File: src/rtl/pov_spi_loader.sv
// POV / display-option loader for the raybox renderer.
// A 3-wire SPI host writes POV or option updates into a staging register.
// Staged data is copied to the renderer-facing outputs only at the next frame
// boundary (vsync_n falling edge), so a frame never sees a torn POV.
module pov_spi_loader #(
    parameter int             W        = 16,
    parameter logic [W-1:0]   RESET_PX = 16'h0180,
    parameter logic [W-1:0]   RESET_PY = 16'h0180,
    parameter logic [W-1:0]   RESET_FX = 16'h0100,
    parameter logic [W-1:0]   RESET_FY = 16'h0000
) (
    input  logic         clk,
    input  logic         reset_n,
    input  logic         vsync_n,
    input  logic         sclk,
    input  logic         mosi,
    input  logic         ss_n,
    output logic [W-1:0] player_x,
    output logic [W-1:0] player_y,
    output logic [W-1:0] facing_x,
    output logic [W-1:0] facing_y,
    output logic [2:0]   opts,
    output logic         pending,
    output logic         commit,
    output logic         err
);

    localparam int              SHR_W   = 4 * W;
    localparam int              CNT_W   = $clog2(SHR_W + 1);
    localparam logic [CNT_W-1:0] CMD_LEN = CNT_W'(8);
    localparam logic [CNT_W-1:0] POV_LEN = CNT_W'(SHR_W);
    localparam logic [CNT_W-1:0] OPT_LEN = CNT_W'(8);
    localparam logic [2:0]      RESET_OPTS = 3'b001;

    typedef enum logic [2:0] {
        IDLE,
        CMD,
        DATA_POV,
        DATA_OPT,
        SKIP
    } state_t;

    // Counter increment that holds at the expected length; overrun is tracked separately.
    function automatic logic [CNT_W-1:0] sat_inc(input logic [CNT_W-1:0] v,
                                                 input logic [CNT_W-1:0] lim);
        return (v >= lim) ? v : v + 1'b1;
    endfunction

    // Synchroniser chains: _p0/_p1 are the metastability pair, _p2 is the edge-detect history.
    logic sclk_p0, sclk_p1, sclk_p2;
    logic ss_p0,   ss_p1,   ss_p2;
    logic vs_p0,   vs_p1,   vs_p2;
    logic mosi_p0, mosi_p1;

    logic sclk_rise, ss_fall, ss_rise, frame_tick, bit_stb;

    state_t            state, state_nxt;
    logic [CNT_W-1:0]  bit_cnt, cnt_lim;
    logic              over;
    logic [SHR_W-1:0]  shreg;
    logic [7:0]        cmd_byte;

    logic shift_en, cnt_clr, cnt_inc, over_set;
    logic load_pov, load_opt, err_set, err_clr;

    logic [W-1:0] stg_px, stg_py, stg_fx, stg_fy;
    logic [2:0]   stg_opts;

    // Bring the async pins into the clk domain; idle levels on reset so no false edges appear.
    always_ff @(posedge clk or negedge reset_n) begin
        if (!reset_n) begin
            sclk_p0 <= 1'b0; sclk_p1 <= 1'b0; sclk_p2 <= 1'b0;
            ss_p0   <= 1'b1; ss_p1   <= 1'b1; ss_p2   <= 1'b1;
            vs_p0   <= 1'b1; vs_p1   <= 1'b1; vs_p2   <= 1'b1;
            mosi_p0 <= 1'b0; mosi_p1 <= 1'b0;
        end else begin
            sclk_p0 <= sclk;    sclk_p1 <= sclk_p0; sclk_p2 <= sclk_p1;
            ss_p0   <= ss_n;    ss_p1   <= ss_p0;   ss_p2   <= ss_p1;
            vs_p0   <= vsync_n; vs_p1   <= vs_p0;   vs_p2   <= vs_p1;
            mosi_p0 <= mosi;    mosi_p1 <= mosi_p0;
        end
    end

    // mosi_p1 has the same latency as sclk_p1, so it is the bit that goes with sclk_rise.
    assign sclk_rise  = sclk_p1 & ~sclk_p2;
    assign ss_fall    = ~ss_p1 & ss_p2;
    assign ss_rise    = ss_p1 & ~ss_p2;
    assign frame_tick = ~vs_p1 & vs_p2;
    assign bit_stb    = sclk_rise & ~ss_p1;
    assign cmd_byte   = {shreg[6:0], mosi_p1};

    // FSM state register.
    always_ff @(posedge clk or negedge reset_n) begin
        if (!reset_n) state <= IDLE;
        else          state <= state_nxt;
    end

    // Next-state and transaction control; deselect has priority over any coincident bit.
    always_comb begin
        state_nxt = state;
        shift_en  = 1'b0;
        cnt_clr   = 1'b0;
        cnt_inc   = 1'b0;
        cnt_lim   = CMD_LEN;
        over_set  = 1'b0;
        load_pov  = 1'b0;
        load_opt  = 1'b0;
        err_set   = 1'b0;
        err_clr   = 1'b0;
        if (ss_rise) begin
            state_nxt = IDLE;
            case (state)
                CMD: begin
                    if (bit_cnt != '0) err_set = 1'b1;
                end
                DATA_POV: begin
                    if (bit_cnt == POV_LEN && !over) begin
                        load_pov = 1'b1;
                        err_clr  = 1'b1;
                    end else begin
                        err_set = 1'b1;
                    end
                end
                DATA_OPT: begin
                    if (bit_cnt == OPT_LEN && !over) begin
                        load_opt = 1'b1;
                        err_clr  = 1'b1;
                    end else begin
                        err_set = 1'b1;
                    end
                end
                SKIP:    err_set = 1'b1;
                default: ;
            endcase
        end else begin
            case (state)
                IDLE: begin
                    if (ss_fall) begin
                        state_nxt = CMD;
                        cnt_clr   = 1'b1;
                    end
                end
                CMD: begin
                    if (bit_stb) begin
                        shift_en = 1'b1;
                        if (bit_cnt == CMD_LEN - 1'b1) begin
                            cnt_clr = 1'b1;
                            case (cmd_byte)
                                8'h01:   state_nxt = DATA_POV;
                                8'h02:   state_nxt = DATA_OPT;
                                default: begin
                                    state_nxt = SKIP;
                                    err_set   = 1'b1;
                                end
                            endcase
                        end else begin
                            cnt_inc = 1'b1;
                        end
                    end
                end
                DATA_POV: begin
                    cnt_lim = POV_LEN;
                    if (bit_stb) begin
                        shift_en = 1'b1;
                        cnt_inc  = 1'b1;
                        if (bit_cnt == POV_LEN) over_set = 1'b1;
                    end
                end
                DATA_OPT: begin
                    cnt_lim = OPT_LEN;
                    if (bit_stb) begin
                        shift_en = 1'b1;
                        cnt_inc  = 1'b1;
                        if (bit_cnt == OPT_LEN) over_set = 1'b1;
                    end
                end
                default: ;
            endcase
        end
    end

    // Bit counter and overrun flag for the current command/payload phase.
    always_ff @(posedge clk or negedge reset_n) begin
        if (!reset_n) begin
            bit_cnt <= '0;
            over    <= 1'b0;
        end else if (cnt_clr) begin
            bit_cnt <= '0;
            over    <= 1'b0;
        end else begin
            if (cnt_inc)  bit_cnt <= sat_inc(bit_cnt, cnt_lim);
            if (over_set) over    <= 1'b1;
        end
    end

    // Receive shift register; contents only matter after an exact-length payload refills it.
    always_ff @(posedge clk) begin
        if (shift_en) shreg <= {shreg[SHR_W-2:0], mosi_p1};
    end

    // Staging register: each group is replaced only by a complete, well-formed write.
    always_ff @(posedge clk or negedge reset_n) begin
        if (!reset_n) begin
            stg_px   <= RESET_PX;
            stg_py   <= RESET_PY;
            stg_fx   <= RESET_FX;
            stg_fy   <= RESET_FY;
            stg_opts <= RESET_OPTS;
        end else begin
            if (load_pov) begin
                stg_px <= shreg[4*W-1:3*W];
                stg_py <= shreg[3*W-1:2*W];
                stg_fx <= shreg[2*W-1:W];
                stg_fy <= shreg[W-1:0];
            end
            if (load_opt) stg_opts <= shreg[2:0];
        end
    end

    // Sticky error flag, cleared only by a good transaction.
    always_ff @(posedge clk or negedge reset_n) begin
        if (!reset_n)     err <= 1'b0;
        else if (err_set) err <= 1'b1;
        else if (err_clr) err <= 1'b0;
    end

    // Pending/commit: a new load keeps pending set even when a frame tick commits older data.
    always_ff @(posedge clk or negedge reset_n) begin
        if (!reset_n) begin
            pending <= 1'b0;
            commit  <= 1'b0;
        end else begin
            commit <= frame_tick & pending;
            if (load_pov || load_opt) pending <= 1'b1;
            else if (frame_tick)      pending <= 1'b0;
        end
    end

    // Frame-boundary copy of the staging register to the renderer-facing outputs.
    always_ff @(posedge clk or negedge reset_n) begin
        if (!reset_n) begin
            player_x <= RESET_PX;
            player_y <= RESET_PY;
            facing_x <= RESET_FX;
            facing_y <= RESET_FY;
            opts     <= RESET_OPTS;
        end else if (frame_tick && pending) begin
            player_x <= stg_px;
            player_y <= stg_py;
            facing_x <= stg_fx;
            facing_y <= stg_fy;
            opts     <= stg_opts;
        end
    end

endmodule

File: config.mk
export PLATFORM = sky130hd
export DESIGN_NAME = pov_spi_loader
export DESIGN_NICKNAME = d
export VERILOG_FILES = /design/src/rtl/pov_spi_loader.sv
export SDC_FILE = /design/constraint.sdc
export NUM_CORES = 1
export LEC_CHECK = 0
export CORE_ASPECT_RATIO = 1.2
export CORE_MARGIN = 1.5
export CORE_UTILIZATION = 57
export CTS_CLUSTER_SIZE = 20
export DETAILED_ROUTE_END_ITERATION = 8
export PLACE_DENSITY = 0.83
export SLEW_MARGIN = 20
export SYNTH_ARGS = -nofsm -noshare
export SYNTH_HDL_FRONTEND = slang
export SYNTH_SLANG_ARGS = --single-unit
File: constraint.sdc
create_clock -name clk -period 5.45 [get_ports clk]
set_input_delay 1.3625 -clock clk [delete_from_list [all_inputs] [get_ports clk]]
set_output_delay 1.3625 -clock clk [all_outputs]
set_load 0.02 [all_outputs]
==> impl_metrics.ini <==
[logic_synthesis]
ys_ff_latch = 223
synth_area_mm2 = 0.008245
synthArstFlopShare = 0.7130
seq_area_frac_synth = 0.7184
synth.distinct_cells = 45
synthFlopType = dfrtp_1
synth_edf_count = 64
synth_top_area_frac = 0.4279
yosysTopAreaCell = dfrtp_1
synth_nets = 632
postSynthCellCount = 620
yosysWarningCount = 0
syn_avg_cell_area_um2 = 13.30
synth_area_leaders = dfrtp_1 (43%), edfxtp_1 (23%), nand2_1 (9.4%)

[routing]
drc_errors = 0
routedWlPerCell_um = 16.83
first_pass_iters = 4
drt_wl_total_um = 14890
num_vias = 4854
drt_iter0_drc = 247
ant_nets = 0
post_drt_via_cell_ratio = 5.485

[critical_path]
critPathTopFamily = simple AND/OR/NAND/NOR gates
slowest_delay_ns = 0.53
worst_r2r_path_depth = 9
crit_buf_inv = 1
critPathLaunchType = register
arrival_ns = 3.45
rr_endpoint = bit_cnt[4]
critPathCaptureType = register
critPathRequiredTime_ns = 5.86
path_cells = inv_1 > ha_1 > or3_1 > ha_1 > and3b_1 > o41ai_2 > nand3_1 > or3_1 > a21oi_1
critPathKind = register to register
crit_slowest_cell = dfstp_2
r2r_start = ss_p2
r2r_slack_ns = 2.40
worstPathMaxFanout = 12

[placed_design]
gp_congestion = 0.7974
placed_area_mm2 = 0.009114
place_inst = 846
portBuffers = 75
dp_hpwl_um = 9076

[clocking]
path_clk_slew_ns = 0.06
cts_tree = built
clk_path_buf_depth = 3
cts-resized-gates = 0
root_buffer = clkbuf_16
cts_buffers = 21
postCtsSetupRepairBufs = 0
ctsHoldBuffers = 0
clkLatencyLatePin_ns = 0.49
clock-sinks = 223
htree_levels = 1

[final_layout]
final_cells = 885
design_area_mm2 = 0.009806
drive_gt1_frac = 0.1779
final_nets = 711
area_growth_pct = 18.92
diodes = 0
nFillCells = 924

[floorplanning]
core_mm2 = 0.01394
start_util = 0.5916
io-pin-count = 76
fp.dieH_um = 134.8
dieWidth_um = 112.8
die-area_mm2 = 0.01520
rows = 47

[hold_path]
whs_path_depth = 0
worstHoldPathType = register to register
min_to = sclk_p1
hp-start = sclk_p0

[pwr]
power.density_mw_per_mm2 = 341.0
p_leak_nw = 4.484
irDropWorstVdd_v = 0.0001871

[sta]
worst_pin_slew_ns = 0.9433
finalMaxSlewViolations = 0
rsz0062_at_grt = no
fin_crit_ns = 3.046
hold_viol = 0
timing.fmax_ghz = 0.3283
slew_headroom = 0.3711
setup_tns_ns = 0
setup_viol_count_final = 0
fin_crit_sh = 0.5589
finClkSkew_ns = 0.01158

[grt]
overflow = 0
grt_util_all_layers = 0.2031
antenna_found_initial = 0
grt_pass1_wl_um = 24930
grt_pass1_vias = 5004
grt_max_degree = 121

[status]
status = completed

[job]
drv_cap = 0
## worst max-delay path by stage
stage	startpoint	endpoint	slack, ns	depth (start not counted)
after detailed placement	ss_p2	shreg[40]	2.21	5
final	ss_p2	bit_cnt[4]	2.40	9
after floorplan	ss_p2	shreg[0]	0.98	4
after global placement	ss_p2	shreg[38]	2.30	5
after CTS	ss_p2	shreg[29]	2.21	5
after global routing	ss_p2	bit_cnt[4]	2.17	9
## per-stage QoR
step	setup WS (ns)	utilization	hold slack [ns]	total power [mW]
finish	2.404	0.7036	0.3480	3.344
global route	2.167	0.7036	0.3516	3.462
CTS	2.212	0.7013	0.3492	3.364
global placement	2.295	0.6539	0.3346	1.969
floorplan	0.9781	-	0.3312	1.908
detailed placement	2.209	0.6539	0.3347	1.973
## cell families after synthesis
| logic type | Yosys count | share of synthesized area |
|---|---|---|
| muxes | 67 | 0.09150 |
| xor gates and xnor gates | 3 | 0.003187 |
| DFF | 223 | 0.7184 |
| adders and majority gates | 6 | 0.009104 |
| buffers and inverters | 36 | 0.02185 |
| and+or+nand+nor | 258 | 0.1331 |
| AOI/OAI and AO/OA | 27 | 0.02292 |
## flip-flops by register name, summed over array words and instances, names as in the netlist, 3 cells and up
register	count
player_x	16
stg_px	16
player_y	16
stg_py	16
facing_y	16
opts	3
state	3
stg_opts	3
shreg	64
stg_fx	16
stg_fy	16
facing_x	16
bit_cnt	7
## layout make-up
cell class              instances  area [um^2]  area share
flip-flops and latches        223         5923      0.6041
well taps                     171        214.0     0.02182
clock buffers                  33        600.6     0.06125
inverters                      12        46.29    0.004721
repair buffers                 80        812.0     0.08281
multi-input cells             361         2150      0.2192
clock inverters                 5        60.06    0.006125
## cells in the mapped netlist, drive strengths merged, types with 2 or more instances
| cell | count |
|---|---|
| nand4 | 4 |
| or4b | 2 |
| inv | 12 |
| clkbuf | 15 |
| dfstp | 18 |
| ha | 6 |
| or3 | 4 |
| buf | 9 |
| edfxtp | 64 |
| nand2 | 207 |
| nand2b | 3 |
| a2111oi | 2 |
| nor3 | 4 |
| and2 | 2 |
| a21oi | 2 |
| dfrtp | 141 |
| o21ai | 11 |
| nand3 | 9 |
| nor2 | 14 |
| xor2 | 2 |
| mux2 | 67 |
| o211ai | 2 |
| nor3b | 2 |
## where the power goes
group	switching [mW]	internal [mW]	total [mW]
Combinational	0.0906	0.0546	0.145
Sequential	0.0371	1.76	1.80
Clock	0.592	0.808	1.40
## routing by layer
layer	track usage	wire, um	vias to the layer above
met5	0	0	-
met3	0.03366	643	28
met1	0.2726	6468	2451
met4	0.05485	295	0
li1	-	-	2248
met2	0.3486	7484	127
## layout by cell type (no fill, tap or decap), drive strengths merged, types with 2 or more instances in the layout
cell type / instances
xor2: 2
a2111oi: 2
a21oi: 2
o21ai: 11
nand2: 207
and2: 2
or4b: 2
nand3: 9
dfstp: 18
clkbuf: 34
mux2: 67
clkdlybuf4s50: 74
buf: 5
ha: 6
edfxtp: 64
nand4: 4
o211ai: 2
or3: 4
nor3b: 2
clkinv: 3
dfrtp: 141
inv: 12
nor2: 14
nor3: 4
nand2b: 3
## worst reg2reg max path, stage by stage (launching register included)
cell	delay, ns
dfstp_2	0.53
inv_1	0.05
ha_1	0.32
or3_1	0.44
ha_1	0.28
and3b_1	0.17
o41ai_2	0.29
nand3_1	0.32
or3_1	0.43
a21oi_1	0.15
Note: power is estimated with default switching activity, not from simulation.
